[config.mk]
export PLATFORM = sky130hd
export DESIGN_NAME = mipi_tx_sync_gen
export DESIGN_NICKNAME = d
export VERILOG_FILES = /design/src/rtl/mipi_dsi_pkg.sv /design/src/rtl/mipi_tx_edge_det.sv /design/src/rtl/mipi_tx_sync_gen.sv
export SDC_FILE = /design/constraint.sdc
export NUM_CORES = 1
export LEC_CHECK = 0
export BUFFER_PORTS_ARGS = -buffer_cell sky130_fd_sc_hd__clkbuf_2
export CAP_MARGIN = 25
export CELL_PAD_IN_SITES_DETAIL_PLACEMENT = 1
export CELL_PAD_IN_SITES_GLOBAL_PLACEMENT = 2
export CORE_UTILIZATION = 33
export DETAILED_ROUTE_END_ITERATION = 10
export PLACE_DENSITY = 0.81
export REMOVE_ABC_BUFFERS = 1
export SETUP_SLACK_MARGIN = 0.2
export SLEW_MARGIN = 20
export SYNTH_ARGS = -nofsm -noshare
export SYNTH_HDL_FRONTEND = slang
export SYNTH_SLANG_ARGS = --single-unit
[constraint.sdc]
create_clock -name CLKn -period 2.38 [get_ports CLKn]
set_clock_uncertainty 0.15 [all_clocks]
set_input_delay 0.238 -clock CLKn [delete_from_list [all_inputs] [get_ports CLKn]]
set_output_delay 0.238 -clock CLKn [all_outputs]
set_load 0.01 [all_outputs]
[src/rtl/mipi_dsi_pkg.sv]
// Shared MIPI DSI definitions: sync short-packet data types, pending-bit
// indices and the Tx sync generator FSM state type.
package mipi_dsi_pkg;

    // DSI sync short-packet data types (also used by the Rx Vsync detector)
    localparam logic [5:0] DT_VSS = 6'h01;
    localparam logic [5:0] DT_VSE = 6'h11;
    localparam logic [5:0] DT_HSS = 6'h21;
    localparam logic [5:0] DT_HSE = 6'h31;

    // Bit positions in the pending-event vector, highest priority first
    localparam int P_VSS = 3;
    localparam int P_VSE = 2;
    localparam int P_HSS = 1;
    localparam int P_HSE = 0;

    typedef enum logic {
        IDLE = 1'b0,
        SEND = 1'b1
    } sync_state_e;

endpackage : mipi_dsi_pkg

[src/rtl/mipi_tx_edge_det.sv]
// Single-bit level sampler with combinational rise/fall strobes relative to
// the previously registered level.
module mipi_tx_edge_det (
    input  logic clk,
    input  logic rst_n,
    input  logic din,
    output logic rise,
    output logic fall
);

    logic din_d;
    logic din_q;

    // Next value of the delayed copy is simply the current input level
    always_comb begin
        din_d = din;
    end

    // One-cycle delayed copy of the input level
    always_ff @(posedge clk or negedge rst_n) begin
        if (!rst_n) begin
            din_q <= 1'b0;
        end else begin
            din_q <= din_d;
        end
    end

    assign rise = din & ~din_q;
    assign fall = ~din & din_q;

endmodule : mipi_tx_edge_det

[src/rtl/mipi_tx_sync_gen.sv]
// Tx sync short-packet generator: turns Vsync/Hsync level edges into DSI
// sync commands on a valid/ready interface, with line/frame status counters
// and a sticky overflow flag for lost events.
// Build option: define MIPI_TX_SYNC_END_EN to also emit VSync End / HSync End
// on falling edges; without it only VSS and HSS are generated.
module mipi_tx_sync_gen
    import mipi_dsi_pkg::*;
#(
    parameter logic [1:0] VC      = 2'd0,
    parameter int         LINE_W  = 12,
    parameter int         FRAME_W = 16
) (
    input  logic               CLKn,
    input  logic               RSTn,
    input  logic               Vsync,
    input  logic               Hsync,
    input  logic               Tx_cmd_ready,
    output logic               Tx_cmd_valid,
    output logic [5:0]         Tx_cmd_data_type,
    output logic [1:0]         Tx_cmd_vc,
    output logic [LINE_W-1:0]  Line_cnt,
    output logic [FRAME_W-1:0] Frame_cnt,
    output logic               Overflow
);

    logic v_rise, v_fall, h_rise, h_fall;
    logic [3:0] ev;

    sync_state_e        state_q, state_d;
    logic [5:0]         type_q, type_d;
    logic [3:0]         pend_q, pend_d;
    logic [LINE_W-1:0]  line_q, line_d;
    logic [FRAME_W-1:0] frame_q, frame_d;
    logic               ovf_q, ovf_d;
    logic               hs;
    logic [3:0]         clr;

    mipi_tx_edge_det u_vsync_det (
        .clk   (CLKn),
        .rst_n (RSTn),
        .din   (Vsync),
        .rise  (v_rise),
        .fall  (v_fall)
    );

    mipi_tx_edge_det u_hsync_det (
        .clk   (CLKn),
        .rst_n (RSTn),
        .din   (Hsync),
        .rise  (h_rise),
        .fall  (h_fall)
    );

`ifdef MIPI_TX_SYNC_END_EN
    assign ev = {v_rise, v_fall, h_rise, h_fall};
`else
    // Falling edges carry no meaning in event mode; the end-pending bits
    // therefore never set and fold away as constants.
    logic unused_fall;
    assign unused_fall = v_fall ^ h_fall;
    assign ev = {v_rise, 1'b0, h_rise, 1'b0};
`endif

    // Next-state, command load, pending bookkeeping and counter updates
    always_comb begin
        state_d = state_q;
        type_d  = type_q;
        line_d  = line_q;
        frame_d = frame_q;
        ovf_d   = ovf_q;
        clr     = '0;
        hs      = (state_q == SEND) && Tx_cmd_ready;

        if (hs) begin
            if (type_q == DT_VSS) begin
                frame_d = frame_q + 1'b1;
                line_d  = '0;
            end else if (type_q == DT_HSS) begin
                if (line_q != {LINE_W{1'b1}}) begin
                    line_d = line_q + 1'b1;
                end
            end
        end

        // A load happens from IDLE or on the handshake edge (back-to-back)
        if ((state_q == IDLE) || hs) begin
            if (pend_q[P_VSS]) begin
                clr[P_VSS] = 1'b1;
                type_d     = DT_VSS;
                state_d    = SEND;
            end else if (pend_q[P_VSE]) begin
                clr[P_VSE] = 1'b1;
                type_d     = DT_VSE;
                state_d    = SEND;
            end else if (pend_q[P_HSS]) begin
                clr[P_HSS] = 1'b1;
                type_d     = DT_HSS;
                state_d    = SEND;
            end else if (pend_q[P_HSE]) begin
                clr[P_HSE] = 1'b1;
                type_d     = DT_HSE;
                state_d    = SEND;
            end else begin
                state_d = IDLE;
            end
        end

        // An event is lost only if its bit stays set through this edge;
        // one being loaded right now frees its slot for the new event.
        if (|(ev & pend_q & ~clr)) begin
            ovf_d = 1'b1;
        end
        pend_d = (pend_q & ~clr) | ev;
    end

    // State, command and status registers
    always_ff @(posedge CLKn or negedge RSTn) begin
        if (!RSTn) begin
            state_q <= IDLE;
            type_q  <= '0;
            pend_q  <= '0;
            line_q  <= '0;
            frame_q <= '0;
            ovf_q   <= 1'b0;
        end else begin
            state_q <= state_d;
            type_q  <= type_d;
            pend_q  <= pend_d;
            line_q  <= line_d;
            frame_q <= frame_d;
            ovf_q   <= ovf_d;
        end
    end

    assign Tx_cmd_valid     = (state_q == SEND);
    assign Tx_cmd_data_type = type_q;
    assign Tx_cmd_vc        = VC;
    assign Line_cnt         = line_q;
    assign Frame_cnt        = frame_q;
    assign Overflow         = ovf_q;

endmodule : mipi_tx_sync_gen

# [Word-level counts from Yosys, hierarchy flattened]
# Index checks and enable logic that the tools add are counted.
[word_totals] regBits=42 inputBits=5 elab_cells=50
[op_classes] add_sub_neg=2 n_eq_ne=3 n_mux=18 n_bitwise=10 reduce_logical=9
[op_table] operator="two-way mux 12 bit" count=3
[op_table] operator="two-way mux 6 bit" count=4
[op_table] operator="adder 16 x 1 -> 16 bit, second input constant" count=1
[op_table] operator="adder 12 x 1 -> 12 bit, second input constant" count=1
[op_table] operator="AND 4 bit" count=3
[op_table] operator="inequality test 12 bit, second input constant" count=1
[op_table] operator="two-way mux 1 bit" count=8
[op_table] operator="equality test 6 x 1 -> 1 bit, second input constant" count=1
[op_table] operator="equality test 6 bit, second input constant" count=1
[op_table] operator="two-way mux 4 bit" count=1
[op_table] operator="inverter 4 bit" count=1
[op_table] operator="bitwise OR 4 bit" count=1
[op_table] operator="AND reduction 2 bit" count=2
[op_table] operator="nonzero test 2 bit" count=2
[op_table] operator="nonzero test 4 bit" count=1
[op_table] operator="OR reduction 4 bit" count=1
[op_table] operator="two-way mux 3 bit" count=1
[op_table] operator="inverter 1 bit" count=3
[op_table] operator="AND reduction 3 bit" count=1
[op_table] operator="AND 1 bit" count=2
[op_table] operator="two-way mux 2 bit" count=1
[op_table] operator="logical AND 1 bit" count=1
[op_table] operator="logical OR 1 bit" count=1

# [Logic depth before layout (Yosys ltp)]
# Gate-level depths: netlist of run 1.
[logic_depth] depth_word=8 mapped_depth=5 depth_no_buf=5

# [Hierarchy]
# A second synthesis of run 1 with hierarchy kept.
[hier_totals] hier_cells=182 hier_area_um2=1911.8
[by_module_without_submodules] module="mipi_tx_sync_gen" n_inst=1 cells_each=176 area_per_inst_um2=1831.8 seq_area_each_um2=925.9
[by_module_without_submodules] module="mipi_tx_edge_det" n_inst=2 cells_each=3 area_per_inst_um2=40.0 seq_area_each_um2=25.0

# [Least setup slack after synthesis of run 1]
# OpenSTA, ideal clock, no wires.
[synth_path] path_kind="register to register" start="register line_q[0] (netlist: Line_cnt[0])" end="register line_q[5] (netlist: Line_cnt[5])" t_arrival_ps=1585 setup_slack_ps=535 stages_incl_launch_ff=6 n_path_buf=0 period_less_slack_ps=1845 cell_sequence="dfrtp_1 -> ha_1 -> inv_1 -> or4_4 -> a31o_1 -> o41ai_1"
[synth_via] elab_chain_cells=4
[synth_lines] item="from (decl)" line="mipi_tx_sync_gen.sv:32" rtl="logic [LINE_W-1:0] line_q, line_d;"
[synth_lines] item="from (signal assigned)" line="mipi_tx_sync_gen.sv:129" rtl="line_q <= line_d;"
[synth_lines] item="adder 12 x 1 -> 12 bit" line="mipi_tx_sync_gen.sv:80" rtl="line_d = line_q + 1'b1;"
[synth_lines] item="two-way mux 12 bit" line="mipi_tx_sync_gen.sv:79" rtl="if (line_q != {LINE_W{1'b1}}) begin"
[synth_lines] item="two-way mux 12 bit" line="mipi_tx_sync_gen.sv:78" rtl="end else if (type_q == DT_HSS) begin"
[synth_lines] item="two-way mux 12 bit" line="mipi_tx_sync_gen.sv:75" rtl="if (type_q == DT_VSS) begin"
# Parallel ways exist; a longest one is shown, timed or not. The select of a mux whose other input is x is not followed.
# A chain may end at the register's enable or synchronous reset.

# [Final worst setup path of run 1]
[layout_path] start="register line_q[0] (netlist: Line_cnt[0])" end="register line_q[9] (netlist: Line_cnt[9])"
# Same word-level chain as after synthesis.

==> metrics.log, run 1 <==
[metrics] outcome: completed
[metrics] GR Overflow Total: 0
[metrics] crit path kind: flop to flop
[metrics] ranking of synthesized cells by area: sky130_fd_sc_hd__dfrtp_1 51%, sky130_fd_sc_hd__xnor2_1 3.6%, sky130_fd_sc_hd__nand2_1 3.5%, sky130_fd_sc_hd__xor2_1 3.2%, sky130_fd_sc_hd__and3_1 2.6%
[metrics] area added between synthesis and finish: 18.7%
[metrics] via count of the routed design: ~1.6k
[metrics] arrival time at the worst endpoint: 1980 ps
[metrics] number of placement rows: 27
[metrics] met2 routed WL: between 2000 and 2500 um
[metrics] minimum period implied by the final worst setup slack: slightly below 2000 ps
[metrics] terminating pin of the worst hold path: Tx_cmd_data_type[0]
[metrics] clock insertion delay at the later pin of the skew report: between 200 and 300 ps
[metrics] worst flop-to-flop path endpoint: Line_cnt[9]
[metrics] total negative slack for setup checks: 0 ps
[metrics] uppermost layer routed: met4
[metrics] via count of the first global-routing pass: approximately 1.5k
[metrics] post-route non-filler standard cell count: around 300
[metrics] Critical Path Sink Type: flop
[metrics] leakage power summed over all cells: roughly 0.0011 uW
[metrics] Die X: ~78 um
[metrics] number of placed I/O pins: 43
[metrics] synthesized area per cell: 10.4 um^2
[metrics] Fmax achieved: 0.511 GHz
[metrics] most common cell in the synthesized netlist: sky130_fd_sc_hd__dfrtp_1
[metrics] global-route wire length before repair: between 7000 and 8000 um
[metrics] Worst Reg2Reg Path Length in Cells: 5
[metrics] number of placed instances, taps included: ~290
[metrics] setup slack of the worst register-to-register path: 420 ps
[metrics] detailed router's first-iteration violation count: 60
[metrics] largest voltage drop on the vdd net: slightly above 0.3 mV
[metrics] crit path launch type: flop
[metrics] maximum number of pins on one net before global-route repair: 40
[metrics] required arrival time at the worst endpoint: roughly 2400 ps
[metrics] overall die height: 78.4 um
[metrics] total DRC errors in the routed layout: 0
[metrics] number of antenna violations at the first check in global routing: 0
[metrics] HP Class: primary input to flop
[metrics] synthesized flop and latch total: 39
[metrics] antenna-violating nets left: 0
[metrics] drt wl/cell: about 15 um
[metrics] estimated wirelength of the detail-placed design: 3300 um
[metrics] Worst R2R Start: Line_cnt[0]
[metrics] Rel. slew slack: 61.4%
[metrics] Post-synth ARST share: 100%
[metrics] Final nets: 237
[metrics] pins over their slew limit: 0
[metrics] number of enable-type register cells in the synthesized netlist: 0
[metrics] number of instances in the synthesized netlist: approximately 190
[metrics] period utilisation layout: roughly 82%
[metrics] number of endpoints with negative hold slack in the final report: 0
[metrics] share of cells above drive strength 1: between 20% and 30%
[metrics] Commonest cells post-synth: 39 x sky130_fd_sc_hd__dfrtp_1, 18 x sky130_fd_sc_hd__nand2_1, 13 x sky130_fd_sc_hd__nor2_1
[metrics] met3 WL: between 100 and 150 um
[metrics] total number of H-tree levels: 2
[metrics] transition at the pin with the smallest max-transition slack: between 500 and 600 ps
[metrics] total length of routed wires: 4480 um
[metrics] top cell type by total area after synthesis: sky130_fd_sc_hd__dfrtp_1
[metrics] synthesis warning total: 0
[metrics] Port Buffer Count: 37
[metrics] die outline area: 6150 um^2
[metrics] global routing usage summed across all routing layers: between 15 and 20%
[metrics] register area share after synthesis: about half
[metrics] clock tree root driver cell: sky130_fd_sc_hd__clkbuf_8
[metrics] Hold Path Depth: 3
[metrics] clock buffer count from CTS: 5
[metrics] count of different cell masters after synthesis: 48
[metrics] initial standard-cell utilization of the core: ~35%
[metrics] vias per cell: between 5 and 6
[metrics] area of the mapped netlist: 1930 um^2
[metrics] buffers inserted during post-CTS setup optimization: 0
[metrics] diode count: 0
[metrics] total clock sinks: 39
[metrics] DRT Pass-1 Iters: 4
[metrics] count of maximum capacitance violations: 0
[metrics] startpoint of the most critical hold path: Tx_cmd_ready
[metrics] core outline area: approximately 5600 um^2
[metrics] routed metal-1 wire length: 2150 um
[metrics] Primary FF master, synth: sky130_fd_sc_hd__dfrtp_1
[metrics] CTS tree: yes
[metrics] PD cells: between 800 and 900 nW/um^2
[metrics] highest net fanout along the worst path: 6
[metrics] RSZ-0062 raised after global routing: false
[metrics] final weighted congestion in routability-driven placement: just under 0.8
[metrics] clock edge transition at the registers on the reported setup and hold paths: about 70 ps
[metrics] proportion of netlist area held by the largest area contributor: a little over 50%
[metrics] number of buffers on the longest clock path: 2
[metrics] final number of setup-violating endpoints: 0
power breakdown:
part | switching [uW] | total (uW) | internal (uW)
sequential | 203 | 981 | 779
combinational | 270 | 490 | 220
clock | 209 | 404 | 195
placed cells by master (no fill, tap or decap), drive strengths merged, types with 2 or more instances in the layout:
cell type    Yosys  layout
clkbuf           1      43
dfrtp           39      39
nand2           18      18
nor2            13      13
nand3           11      11
inv              8       8
and3             8       8
xnor2            8       8
nand4            8       8
xor2             7       7
o21ai            6       6
conb             1       5
nor4             4       4
or4              4       4
nand2b           3       3
dlygate4sd3      0       3
buf              8       3
a21oi            3       3
nor2b            2       2
a22o             2       2
and4b            2       2
and4             2       2
o221ai           2       2
mux2             2       2
nor3             2       2
mux2i            2       2
o211ai           2       2
o22a             2       2
ha               2       2
metal layers:
layer | vias up | GRT usage (%)
li1 | 745 | -
met1 | 775 | 21.5
met2 | 26 | 25.6
met3 | 5 | 3.49
met4 | 0 | 4.44
met5 | - | 0
repair_timing:
| action | 4_1_cts | 5_1_grt |
|---|---|---|
| hold buffers | 3 | 0 |
| gates resized for setup | 0 | 0 |
| endpoints found under the hold margin | 41 | 0 |
through the flow:
| stage | total power (uW) | util [%] | setup WS (ps) | instance area (um^2) | hold slack (ps) |
|---|---|---|---|---|---|
| after floorplan | 1230 | - | 535 | 1890 | -208 |
| after global placement | 1480 | 39.2 | 472 | 2180 | 175 |
| after detailed placement | 1490 | 39.2 | 428 | 2180 | 180 |
| after CTS | 1900 | 41.0 | 416 | 2290 | 249 |
| after global routing | 2010 | 41.0 | 265 | 2290 | 277 |
| final | 1880 | 41.0 | 423 | 2290 | 245 |
layout make-up:
type                       instances  area, um^2
fill                             663        3290
sequential                        39         976
multi-input combinational        133         881
timing repair buffer              43         238
tap                               72        90.1
clock buffer                       6        72.6
inverter                           8        30.0
critical path: stages (launching register included):
cell and delay, ps:
sky130_fd_sc_hd__dfrtp_1 450, sky130_fd_sc_hd__ha_1 240, sky130_fd_sc_hd__inv_1 150, sky130_fd_sc_hd__nor4_4 440, sky130_fd_sc_hd__a21oi_2 170, sky130_fd_sc_hd__a41o_1 260
state kept, by name, summed over array words and instances, names as in the netlist:
register / count
Frame_cnt: 16
Line_cnt: 12
pend_q: 4
Tx_cmd_data_type: 3
Overflow: 1
Tx_cmd_valid: 1
u_hsync_det.din_q: 1
u_vsync_det.din_q: 1
worst max-delay path by stage:
stage / start / endpoint / slack (ps)
final: Line_cnt[0] / Line_cnt[9] / 420
after global routing: Line_cnt[0] / Line_cnt[9] / 260
after CTS: Line_cnt[0] / Line_cnt[9] / 420
after detailed placement: Line_cnt[0] / Line_cnt[9] / 430
after global placement: Line_cnt[0] / Line_cnt[9] / 470
after floorplan: Line_cnt[0] / Line_cnt[5] / 540
logic make-up (layout without fill, tap and decap cells):
logic type | after synthesis | after routing | share of synthesized area (%)
compound gates | 27 | 27 | 10.3
xor+xnor | 15 | 15 | 6.82
fa+ha+maj | 2 | 2 | 1.30
buf+inv | 17 | 57 | 4.42
flops | 39 | 39 | 50.6
mux | 4 | 4 | 2.21
other cells | 1 | 5 | 0.195
simple gates | 80 | 80 | 24.1
Note: power is estimated with default switching activity, not from simulation.
==> run 2: changes to the inputs <==
Clock period 2.38 ns to 1.9 ns, I/O delays scaled along.
==> run 2 against run 1 <==
Wire length increased by 12%. Die area unchanged. Clock power increased by 50%. Cell count increased by 7.3%. Total power increased by 44%. Register-to-register slack got worse by 230 ps. Highest routed layer unchanged. Non-clock buffer count increased by 20.
==> metrics.log, run 2 (synthesis results as in run 1) <==
[metrics] total DRC errors in the routed layout: 0 (unchanged)
[metrics] count of maximum capacitance violations: 0 (unchanged)
[metrics] clock tree root driver cell: sky130_fd_sc_hd__clkbuf_8
[metrics] outcome: completed
[metrics] leakage power summed over all cells: 0.00123 uW (+12%)
[metrics] CTS tree: yes
[metrics] max FFs per register: 16 (unchanged)
[metrics] number of placement rows: 27 (unchanged)
[metrics] slowest stage cell on the critical path: sky130_fd_sc_hd__dfrtp_1
[metrics] highest net fanout along the worst path: 4 (-2)
[metrics] Fmax achieved: 0.584 GHz (+14%)
[metrics] number of placed I/O pins: 43 (unchanged)
[metrics] Final nets: 257 (+8.4%)
[metrics] fill cell count: 641 (-3.3%)
[metrics] net switching share of the total power: 37.2% (+0.91 points)
[metrics] detailed router's first-iteration violation count: 77 (+28%)
[metrics] clock insertion delay at the later pin of the skew report: 300 ps (+20 ps)
[metrics] Pint: 1690 uW (+41%)
[metrics] Die X: 78.4 um (unchanged)
[metrics] Hold Path Depth: 5 (+2)
[metrics] Critical Path Sink Type: flop
[metrics] terminating pin of the worst hold path: pend_q[2]
[metrics] number of endpoints with negative hold slack in the final report: 0 (unchanged)
[metrics] PD cells: 1050 nW/um^2 (+28%)
[metrics] global routing usage summed across all routing layers: 17.2% (+1.2 points)
[metrics] setup slack of the worst register-to-register path: 190 ps (-230 ps)
[metrics] Rel. slew slack: 63.0% (+1.7 points)
[metrics] area post-placement: 2300 um^2 (+5.4%)
[metrics] number of buffers on the longest clock path: 2 (unchanged)
[metrics] crit path kind: flop to flop
[metrics] clock buffer count from CTS: 5 (unchanged)
[metrics] crit path launch type: flop
[metrics] total clock sinks: 39 (unchanged)
[metrics] number of antenna violations at the first check in global routing: 0 (unchanged)
[metrics] total number of H-tree levels: 2 (unchanged)
[metrics] worst flop-to-flop path endpoint: Line_cnt[9]
[metrics] core outline area: 5570 um^2 (unchanged)
[metrics] startpoint of the most critical hold path: Tx_cmd_ready
[metrics] crit-path cells: nand3_1 -> nor4_2 -> o221ai_1 -> a41o_1
[metrics] vias per cell: 5.17 (+0.34%)
[metrics] total negative slack for setup checks: 0 ps (unchanged)
[metrics] total length of routed wires: 5010 um (+12%)
[metrics] maximum number of pins on one net before global-route repair: 22 (-45%)
[metrics] power share of the combinational group: 34.2% (+8.1 points)
[metrics] clock edge transition at the registers on the reported setup and hold paths: 80 ps (about the same)
[metrics] overall power of the completed layout: 2690 uW (+44%)
[metrics] GR Overflow Total: 0 (unchanged)
[metrics] DRT Pass-1 Iters: 4 (unchanged)
[metrics] final weighted congestion in routability-driven placement: 0.771 (+0.29%)
[metrics] estimated wirelength of the detail-placed design: 3560 um (+7.8%)
[metrics] final number of setup-violating endpoints: 0 (unchanged)
[metrics] critical path's largest stage delay: 450 ps (about the same)
[metrics] portion of total power attributed to the clock network: 22.5% (+0.9 points)
[metrics] overall die height: 78.4 um (unchanged)
[metrics] arrival time at the worst endpoint: 1750 ps (-230 ps)
[metrics] initial standard-cell utilization of the core: 34.6% (unchanged)
[metrics] required arrival time at the worst endpoint: 1940 ps (-470 ps)
[metrics] commonest non-fill, non-tap cells in the layout: 37 x sky130_fd_sc_hd__dfrtp_1, 37 x sky130_fd_sc_hd__clkbuf_2, 21 x sky130_fd_sc_hd__buf_4
[metrics] Worst R2R Start: Line_cnt[3]
[metrics] largest voltage drop on the vdd net: 0.345 mV (+11%)
[metrics] setup slack after layout: 188 ps (-235 ps)
[metrics] drt wl/cell: 15.5 um (+4.3%)
[metrics] antenna-violating nets left: 0 (unchanged)
[metrics] pins over their slew limit: 0 (unchanged)
[metrics] area added between synthesis and finish: 33.4%
[metrics] Port Buffer Count: 37 (unchanged)
[metrics] via count of the first global-routing pass: 1683 (+12%)
[metrics] minimum period implied by the final worst setup slack: 1710 ps (-245 ps)
[metrics] via count of the routed design: 1670 (+7.7%)
[metrics] period utilisation layout: 90.1% (+7.9 points)
[metrics] utilization after layout: 46.1% (+5.1 points)
[metrics] Net Switching: 1000 uW (+47%)
[metrics] Worst Reg2Reg Path Length in Cells: 4 (-1)
[metrics] worst slack at placement: 118 ps (-309 ps)
[metrics] diode count: 0 (unchanged)
[metrics] HP Class: primary input to flop
[metrics] proportion of power drawn by flip-flops and latches: 43.3% (-9.0 points)
[metrics] RSZ-0062 raised after global routing: true
[metrics] transition at the pin with the smallest max-transition slack: 554 ps (-23.8 ps)
[metrics] global-route wire length before repair: 8220 um (+7.6%)
[metrics] share of cells above drive strength 1: 36.7% (+14 points)
[metrics] die outline area: 6150 um^2 (unchanged)
[metrics] final standard cell area without fillers: 2570 um^2 (+12%)
run 2: cell types whose count changed in the layout (fill, tap and decap cells not counted), moves of 2 or more:
cell / change
sky130_fd_sc_hd__buf_4: +18
sky130_fd_sc_hd__nand3_1: -3
sky130_fd_sc_hd__dfrtp_1: -2
sky130_fd_sc_hd__dfrtp_2: +2
sky130_fd_sc_hd__nand3_2: +2
sky130_fd_sc_hd__nor3_1: -2
sky130_fd_sc_hd__nor3_2: +2
sky130_fd_sc_hd__o21ai_0: -2
sky130_fd_sc_hd__o21ai_1: +2
run 2: how the worst max path moves through the flow:
stage                       startpoint          end  slack [ps]  cells after the start
after floorplan            Line_cnt[0]  Line_cnt[5]          60                      5
after global placement     Line_cnt[2]  Line_cnt[5]         170                      4
after detailed placement   Line_cnt[2]  Line_cnt[9]         120                      4
after CTS                 Line_cnt[11]  Line_cnt[9]         170                      4
after global routing       Line_cnt[3]  Line_cnt[9]         130                      4
final                      Line_cnt[3]  Line_cnt[9]         190                      4
run 2: what timing repair did:
action,in CTS,in global routing
hold buffers,3,0
buffers inserted,3,3
hold endpoints to repair,23,0
gates resized for setup,8,15
pin swaps,2,11
endpoints found under the setup margin,8,13
run 2: metrics by stage:
step	hold WS, ps	std cells
floorplan	-256	180
global placement	56.8	306
detailed placement	61.7	306
CTS	220	320
global route	246	323
finish	218	323
run 2: power by group through the flow:
stage | sequential (uW) | clock [uW] | combinational, uW
2_1_floorplan | 1250 | 0 | 297
3_3_place_gp | 1160 | 0 | 787
3_5_place_dp | 1170 | 0 | 806
4_1_cts | 1150 | 626 | 851
5_1_grt | 1190 | 660 | 1020
6_report | 1170 | 606 | 920
run 2: worst max-delay path: cells and delay by family, from the launching register on:
family | cells | cell delay [ps]
simple gates | 2 | 600
flops | 1 | 450
compound gates | 2 | 410
run 2: layout make-up:
cell class / instances / area (um^2) / area share (%)
Sequential cell: 39 / 978 / 38.1
Multi-Input combinational cell: 133 / 967 / 37.6
Timing Repair Buffer: 63 / 404 / 15.7
Tap cell: 72 / 90.1 / 3.50
Clock buffer: 6 / 82.6 / 3.21
Inverter: 8 / 32.5 / 1.27
Clock inverter: 2 / 16.3 / 0.633
run 2: layer usage:
layer  track usage, %  vias to the layer above  share of wire, %
met4             6.48                        0               1.7
met3             4.07                        7               3.6
met5                0                        -                 0
li1                 -                      788                 -
met2             28.6                       37                50
met1             21.5                      838                45
==> run 3: changes to the inputs <==
Settings changed: GPL_TIMING_DRIVEN from default to 0.
==> run 3 against run 2 <==
Setup slack improved by 18 ps. Largest power group unchanged. Combinational power fell by 4.2%. Total power rose by 0.42%. Count of clock-buffer cells in the layout did not move. Critical path depth rose by 2.
==> metrics.log, run 3 (synthesis results as in run 1) <==
[metrics] area added between synthesis and finish: 34.2%
[metrics] fill cell count: 647 (+0.94%)
[metrics] Pint: 1710 uW (+1.2%)
[metrics] clock edge transition at the registers on the reported setup and hold paths: 80 ps (about the same)
[metrics] drt wl/cell: 15.5 um (-0.20%)
[metrics] clock buffer count from CTS: 5 (unchanged)
[metrics] power share of the combinational group: 32.6% (-1.6 points)
[metrics] share of cells above drive strength 1: 39.4% (+2.8 points)
[metrics] crit path kind: flop to flop
[metrics] period utilisation layout: 89.1% (-0.93 points)
[metrics] vias per cell: 5.15 (-0.36%)
[metrics] largest voltage drop on the vdd net: 0.379 mV (+9.7%)
[metrics] number of placed instances, taps included: 289 (-5.6%)
[metrics] crit path launch type: flop
[metrics] leakage power summed over all cells: 0.00122 uW (-1.5%)
[metrics] Fmax achieved: 0.590 GHz (+1.0%)
[metrics] Net Switching: 994 uW (-0.88%)
[metrics] Port Buffer Count: 37 (unchanged)
[metrics] Final nets: 257 (unchanged)
[metrics] portion of total power attributed to the clock network: 22.5% (about the same)
[metrics] overall die height: 78.4 um (unchanged)
[metrics] highest net fanout along the worst path: 6 (+2)
[metrics] maximum number of pins on one net before global-route repair: 40 (+82%)
[metrics] proportion of power drawn by flip-flops and latches: 44.9% (+1.6 points)
[metrics] via count of the routed design: 1664 (-0.36%)
[metrics] number of placed I/O pins: 43 (unchanged)
[metrics] DRT Pass-1 Iters: 4 (unchanged)
[metrics] RSZ-0062 raised after global routing: true
[metrics] die outline area: 6150 um^2 (unchanged)
[metrics] transition at the pin with the smallest max-transition slack: 878 ps (+324 ps)
[metrics] diode count: 0 (unchanged)
[metrics] PD cells: 1050 nW/um^2 (-0.17%)
[metrics] CTS tree: yes
[metrics] post-route non-filler standard cell count: 323 (unchanged)
[metrics] number of buffers on the longest clock path: 2 (unchanged)
[metrics] Sequential Area: 991 um^2 (+1.3%)
[metrics] core outline area: 5570 um^2 (unchanged)
[metrics] overall power of the completed layout: 2700 uW (+0.42%)
[metrics] GR Overflow Total: 0 (unchanged)
[metrics] number of placement rows: 27 (unchanged)
[metrics] final weighted congestion in routability-driven placement: 0.733 (-5.0%)
[metrics] clock tree root driver cell: sky130_fd_sc_hd__clkbuf_8
[metrics] total number of H-tree levels: 2 (unchanged)
[metrics] estimated wirelength of the detail-placed design: 3090 um (-13%)
[metrics] commonest non-fill, non-tap cells in the layout: 36 x sky130_fd_sc_hd__clkbuf_2, 29 x sky130_fd_sc_hd__dfrtp_1, 22 x sky130_fd_sc_hd__buf_4
[metrics] Critical Path Sink Type: flop
[metrics] total clock sinks: 39 (unchanged)
[metrics] max FFs per register: 16 (unchanged)
[metrics] commonest non-fill, non-tap cell in the layout: sky130_fd_sc_hd__clkbuf_2
[metrics] count of maximum capacitance violations: 0 (unchanged)
[metrics] total DRC errors in the routed layout: 0 (unchanged)
[metrics] number of endpoints with negative hold slack in the final report: 0 (unchanged)
[metrics] net switching share of the total power: 36.8% (-0.48 points)
[metrics] Multi-input gate area: 971 um^2 (+0.39%)
[metrics] total length of routed wires: 5000 um (-0.20%)
[metrics] minimum period implied by the final worst setup slack: 1690 ps (-17.7 ps)
[metrics] HP Class: primary input to flop
[metrics] final number of setup-violating endpoints: 0 (unchanged)
[metrics] outcome: completed
[metrics] global routing usage summed across all routing layers: 17.5% (+0.32 points)
[metrics] clock insertion delay at the later pin of the skew report: 290 ps (about the same)
[metrics] global-route wire length before repair: 8350 um (+1.5%)
[metrics] number of antenna violations at the first check in global routing: 0 (unchanged)
[metrics] detailed router's first-iteration violation count: 45 (-42%)
[metrics] required arrival time at the worst endpoint: 1970 ps (+30 ps)
[metrics] via count of the first global-routing pass: 1664 (-1.1%)
[metrics] antenna-violating nets left: 0 (unchanged)
[metrics] Die X: 78.4 um (unchanged)
[metrics] arrival time at the worst endpoint: 1760 ps (about the same)
[metrics] initial standard-cell utilization of the core: 34.6% (unchanged)
[metrics] pins over their slew limit: 0 (unchanged)
[metrics] Rel. slew slack: 41.5% (-22 points)
-- run 3: cell types whose count changed in the layout (fill, tap and decap cells not counted), moves of 2 or more --
cell                      previous run  this run
sky130_fd_sc_hd__o21ai_1             2         0
sky130_fd_sc_hd__nor3_2              2         0
sky130_fd_sc_hd__o21ai_0             4         6
sky130_fd_sc_hd__dfrtp_1            37        29
sky130_fd_sc_hd__nor2_1             13        11
sky130_fd_sc_hd__dfrtp_2             2         9
sky130_fd_sc_hd__nor3_1              0         2
-- run 3: stage by stage --
| stage | setup WS [ps] | setup TNS (ps) | util, % | area, um^2 | hold slack [ps] |
|---|---|---|---|---|---|
| after floorplan | 55.0 | 0 | - | 1890 | -256 |
| after global placement | -158 | -596 | 38.8 | 2160 | 164 |
| after detailed placement | -165 | -622 | 38.8 | 2160 | 178 |
| after CTS | 202 | 0 | 44.8 | 2500 | 216 |
| after global routing | 150 | 0 | 46.4 | 2590 | 193 |
| final | 206 | 0 | 46.4 | 2590 | 153 |
-- run 3: final timing paths --
path,to,slack [ps],start,depth (start not counted)
max in group asynchronous,Tx_cmd_data_type[5],550,RSTn,2
min reg2reg,Frame_cnt[15],320,Frame_cnt[15],1
min,pend_q[2],150,Tx_cmd_ready,4
max reg2reg,Line_cnt[3],210,Line_cnt[1],6
max,Line_cnt[3],210,Line_cnt[1],6
min in group asynchronous,Overflow,410,RSTn,2
-- run 3: worst max-delay path, stage by stage (launching register included) --
cell	delay (ps)
sky130_fd_sc_hd__dfrtp_2	430
sky130_fd_sc_hd__ha_4	180
sky130_fd_sc_hd__inv_6	70
sky130_fd_sc_hd__nor4_4	50
sky130_fd_sc_hd__buf_4	150
sky130_fd_sc_hd__or4_4	500
sky130_fd_sc_hd__nand3_1	80
-- run 3: final cells by class --
class,instances,area share [%]
multi-input cells,133,37.5
flip-flops and latches,39,38.3
clock inverters,2,0.629
repair buffers,63,15.5
clock buffers,6,3.19
inverters,8,1.35
well taps,72,3.48
-- run 3: power groups by stage --
stage / combinational (uW) / clock [uW] / sequential [uW]
5_1_grt: 974 / 651 / 1240
2_1_floorplan: 297 / 0 / 1250
3_3_place_gp: 574 / 0 / 1250
6_report: 881 / 609 / 1210
3_5_place_dp: 588 / 0 / 1260
4_1_cts: 817 / 629 / 1220
-- run 3: what timing repair did --
item / CTS / global route
pin swaps: 2 / 5
buffers inserted: 16 / 7
endpoints found under the hold margin: 42 / 0
gates resized for setup: 22 / 11
setup endpoints to repair: 25 / 17
hold buffers: 3 / 0
-- run 3: per-layer routing --
metal	GRT usage (%)	vias up	wire length, um
met5	0	-	0
met4	5.19	0	80
met3	3.26	7	129
met2	29.6	28	2500
met1	22.6	839	2290
li1	-	790	-
